[config.mk]
export PLATFORM = sky130hd
export DESIGN_NAME = mux4096_burst_reader
export DESIGN_NICKNAME = d
export VERILOG_FILES = /design/src/rtl/mux4096_burst_reader.sv
export SDC_FILE = /design/constraint.sdc
export NUM_CORES = 1
export LEC_CHECK = 0
export CAP_MARGIN = 20
export CELL_PAD_IN_SITES_DETAIL_PLACEMENT = 1
export CELL_PAD_IN_SITES_GLOBAL_PLACEMENT = 1
export CORE_UTILIZATION = 30
export CTS_CLUSTER_DIAMETER = 50
export DETAILED_ROUTE_END_ITERATION = 7
export PLACE_DENSITY_LB_ADDON = 0.1
export SYNTH_ARGS = -nofsm -noshare
export SYNTH_HDL_FRONTEND = slang
export SYNTH_SLANG_ARGS = --single-unit
export TNS_END_PERCENT = 30
[constraint.sdc]
create_clock -name clk_i -period 2.1 [get_ports clk_i]
set_input_delay 0.315 -clock clk_i [delete_from_list [all_inputs] [get_ports clk_i]]
set_output_delay 0.315 -clock clk_i [all_outputs]
set_load 0.01 [all_outputs]
[src/rtl/mux4096_burst_reader.sv]
// mux4096_burst_reader
// Burst read controller placed directly after the 4096-to-1 read mux.
// It accepts (start address, beats-1) requests, steps the mux select once
// per beat and returns each selected word from an output register, with a
// valid/ready handshake and a last-beat flag.
//
// Optional build macro: MUXRD_BOUND_EN
//   undefined : burst addresses wrap modulo 2**ADDR_W, no err_o port.
//   defined   : a burst that would run past the top entry stops at it. That
//               beat is flagged last and err_o is raised. err_o stays high
//               until the next request is accepted.
module mux4096_burst_reader #(
  parameter int n      = 4,
  parameter int ADDR_W = 12,
  parameter int LEN_W  = 8
) (
  input  logic              clk_i,
  input  logic              rst_ni,
  input  logic              req_valid_i,
  output logic              req_ready_o,
  input  logic [ADDR_W-1:0] req_addr_i,
  input  logic [LEN_W-1:0]  req_len_i,
  output logic [ADDR_W-1:0] mux_sel_o,
  input  logic [n-1:0]      mux_data_i,
  output logic              rd_valid_o,
  input  logic              rd_ready_i,
  output logic [n-1:0]      rd_data_o,
  output logic              rd_last_o,
  output logic              busy_o
`ifdef MUXRD_BOUND_EN
  ,
  output logic              err_o
`endif
);

  localparam logic [0:0] ST_IDLE  = 1'b0;
  localparam logic [0:0] ST_BURST = 1'b1;

  logic [0:0]        state_reg;
  logic [ADDR_W-1:0] cur_addr_reg;
  logic [LEN_W-1:0]  cnt_reg;
  logic [n-1:0]      data_reg;
  logic              valid_reg;
  logic              last_reg;

  logic              in_burst;
  logic              accept;
  logic              slot_free;
  logic              load_beat;
  logic              cnt_zero;
  logic              final_beat;

  assign in_burst  = (state_reg == ST_BURST);
  // Requests are only taken in IDLE; a request held during BURST waits.
  assign accept    = req_valid_i && (state_reg == ST_IDLE);
  // The output register can take a new word when empty or being drained.
  assign slot_free = !valid_reg || rd_ready_i;
  assign load_beat = in_burst && slot_free;
  assign cnt_zero  = (cnt_reg == '0);

`ifdef MUXRD_BOUND_EN
  logic at_top;
  logic truncate;
  logic err_reg;

  // The top entry ends the burst early whenever beats would remain after it.
  assign at_top     = &cur_addr_reg;
  assign truncate   = at_top && !cnt_zero;
  assign final_beat = cnt_zero || at_top;

  // Sticky truncation flag, cleared when the next burst is accepted.
  always_ff @(posedge clk_i) begin
    if (!rst_ni) begin
      err_reg <= 1'b0;
    end else if (accept) begin
      err_reg <= 1'b0;
    end else if (load_beat && truncate) begin
      err_reg <= 1'b1;
    end
  end

  assign err_o = err_reg;
`else
  assign final_beat = cnt_zero;
`endif

  // Burst sequencing: capture the request, then advance address and count
  // only on edges where a beat actually moves into the output register.
  always_ff @(posedge clk_i) begin
    if (!rst_ni) begin
      state_reg    <= ST_IDLE;
      cur_addr_reg <= '0;
      cnt_reg      <= '0;
    end else begin
      case (state_reg)
        ST_IDLE: begin
          if (accept) begin
            cur_addr_reg <= req_addr_i;
            cnt_reg      <= req_len_i;
            state_reg    <= ST_BURST;
          end
        end
        ST_BURST: begin
          if (slot_free) begin
            if (final_beat) begin
              state_reg <= ST_IDLE;
            end else begin
              cur_addr_reg <= cur_addr_reg + ADDR_W'(1);
              cnt_reg      <= cnt_reg - LEN_W'(1);
            end
          end
        end
        default: begin
          state_reg <= ST_IDLE;
        end
      endcase
    end
  end

  // Output register: load the mux word when the slot is free, otherwise
  // hold it until consumed, then drop valid and last.
  always_ff @(posedge clk_i) begin
    if (!rst_ni) begin
      data_reg  <= '0;
      valid_reg <= 1'b0;
      last_reg  <= 1'b0;
    end else if (load_beat) begin
      data_reg  <= mux_data_i;
      valid_reg <= 1'b1;
      last_reg  <= final_beat;
    end else if (valid_reg && rd_ready_i) begin
      valid_reg <= 1'b0;
      last_reg  <= 1'b0;
    end
  end

  assign req_ready_o = (state_reg == ST_IDLE);
  assign busy_o      = in_burst;
  assign mux_sel_o   = cur_addr_reg;
  assign rd_data_o   = data_reg;
  assign rd_valid_o  = valid_reg;
  assign rd_last_o   = last_reg;

endmodule

==> reports/results.tsv <==
metric	value	unit
clk sinks	27	
worst-margin pin slew	762	ps
Post-Route Setup TNS	0	ps
Detailed Route WL	5080	um
Leak	0.000785	uW
power density over cell area	718	nW/um^2
RSZ-0062 raised after global routing	no	
max FFs per register	12	
TritonCTS clock tree	yes	
status	completed	
CTS Root Cell	clkbuf_8	
Mapped Nets	235	
io pins	48	
PostCTS Resize Cnt	0	
Hold WC Path Type	register to register	
initial drt markers	91	
asr flop ratio synth	0	%
Slew HR	49.2	%
die height	76.3	um
Worst Setup Path Type	register to register	
setup violators final	0	
crit path cell chain	inv_1 -> ha_1 -> nor3b_2 -> a211o_2 -> buf_4 -> a22oi_1 -> o22ai_1	
Worst-Skew Late Latency	270	ps
pin count of the biggest net entering global routing	29	
layout cell share with drive strength beyond 1	10.7	%
CTS clock-pin slew for the worst setup and hold paths	100	ps
area of the multi-input gates	1000	sq um
antenna viol nets, final	0	
Tot GR Track Use	18.0	%
die width	76.3	um
Worst IR Drop VDD	0.000339	V
CTS Buffer Depth	2	
Max Cap Viol	0	
ys flop type	dfxtp_1	
DP HPWL	3620	um
DR pass1 iterations	6	
Cell Rows	26	
CP max FO	13	
gr ovfl total	0	
vias in the first global route	1735	
Layout Skew	1.68	ps
Hold Violations, Final	0	
WP data required	2260	ps
cts hold-fix bufs	0	
Final Max Slew Viols	0	
Sequential Area	541	sq um
core area	5200	sq um
die area	5810	sq um
CP max stage delay	450	ps
HP Start	rd_data_o[2]$_SDFFE_PN0P_	
Netlist cell types	46	
Nets	284	
Worst Path Arrival	2090	ps
Hold WS	459	ps
Initial Util	31.8	%
cts bufs inserted	3	
diode count	0	
Post-CTS Setup Bufs	0	
Reg2Reg Launch Point	cnt_reg[1]$_SDFFE_PN0P_	
#FFs+latches synth	27	
Post-synth EDFFs	0	
Syn Std Cell Area	1650	sq um
port buffer count	47	
Yosys warning count	0	
Tmin final	1920	ps
Reg2Reg Setup Slack	180	ps
Fmax	520	MHz
Synth Instances	204	
part of the cycle the worst path needs	91.6	%
GP Congestion	0.788	
global-route wire length before repair	8600	um
Seq/Total Area, Yosys	32.7	%
Crit-path slowest cell	a211o_2	
number of fill cells	634	
post-DR wirelength/cell	15.8	um
Layout area overhead	38.3	%
syn_area_per_cell	8.11	sq um
CP startpoint	cnt_reg[1]$_SDFFE_PN0P_	
via count	1745	
CTS H-Tree Depth	1	
Residual DRC	0	
crit start category	register	
initial antenna violation count	0	
Via density	5.42	
Worst setup EP type	register	
## cell type report
| class | count | area share, % |
|---|---|---|
| Inverter | 8 | 1.31 |
| Multi-Input combinational cell | 153 | 43.9 |
| Clock buffer | 4 | 1.97 |
| Sequential cell | 27 | 23.6 |
| Timing Repair Buffer | 60 | 25.4 |
| Tap cell | 70 | 3.83 |
## synthesized netlist by cell type, types with 3 or more instances
library cell  number  share of area (%)
nand2_1           23                5.2
buf_2              5                1.5
nand3_1           14                4.2
o21a_1             4                1.8
nor4_1             4                1.5
ha_1               3                2.3
dfxtp_1           27                 33
o22ai_1            3                1.1
nor2_1            10                2.3
a31oi_1            5                1.9
nor3_1             7                2.1
nand2b_1           3                1.1
a2bb2oi_1          5                2.6
nor2b_1            7                2.6
clkbuf_1           5                1.1
o32ai_1            7                3.7
inv_1              8                1.8
buf_1              3               0.68
o21ai_0            3               0.91
nand4_1            3                1.1
a22oi_1            3                1.4
a21oi_1           21                6.4
## metrics by stage
stage	setup slack [ps]	instances	utilization, %	area (sq um)	total power (uW)
6_report	177	322	43.9	2290	1640
3_3_place_gp	186	318	43.0	2240	1340
3_5_place_dp	180	318	43.0	2240	1350
2_1_floorplan	401	204	-	1650	1060
4_1_cts	165	322	43.8	2280	1660
5_1_grt	55.5	322	43.9	2290	1760
## critical path: cells and delay by family, from the launching register on
family / cells / cell delay [ps]
AO/OA/AOI/OAI: 3 / 760
adder cells (fa/ha/maj): 1 / 190
buffers and inverters: 2 / 300
flip-flops: 1 / 390
AND/OR/NAND/NOR: 1 / 170
## cell usage in the layout (no fill, tap or decap), types with 3 or more instances in the layout
cell and n:
clkdlybuf4s50_1 47, dfxtp_1 27, nand2_1 23, a21oi_1 21
nand3_1 14, buf_4 12, nor2_1 10, inv_1 8
nor2b_1 7, nor3_1 7, o32ai_1 7, a31oi_1 5
a2bb2oi_1 5, nor4_1 4, o21a_1 4, o21ai_0 3
nand2b_1 3, o22ai_1 3, nand4_1 3, a22oi_1 3
ha_1 3, clkbuf_8 3
## path summary, 6_finish.rpt
path	cells after the start	end
min reg2reg	2	rd_data_o[2]$_SDFFE_PN0P_
max reg2reg	7	mux_sel_o[4]$_SDFFE_PN0P_
max	7	mux_sel_o[4]$_SDFFE_PN0P_
min	2	rd_data_o[2]$_SDFFE_PN0P_
## layer usage
metal	global-route usage, %	part of all wire, %
met1	23.1	48
met3	1.80	1.6
met4	3.46	0.49
met2	32.5	50
met5	0	0
## power breakdown
group	internal, uW	total, uW	switching [uW]
combinational	347	683	336
clock	136	303	167
sequential	578	655	76.5
total	1060	1640	580
## kinds of logic (layout without fill, tap and decap cells)
| family | after synthesis | in the layout | share of synthesized area [%] |
|---|---|---|---|
| AND/OR/NAND/NOR | 77 | 77 | 23.8 |
| buffers and inverters | 24 | 72 | 6.96 |
| adder cells (fa/ha/maj) | 3 | 3 | 2.27 |
| AO/OA/AOI/OAI | 71 | 71 | 33.1 |
| flip-flops | 27 | 27 | 32.7 |
| multiplexers | 2 | 2 | 1.21 |
Note: power is estimated with default switching activity, not from simulation.
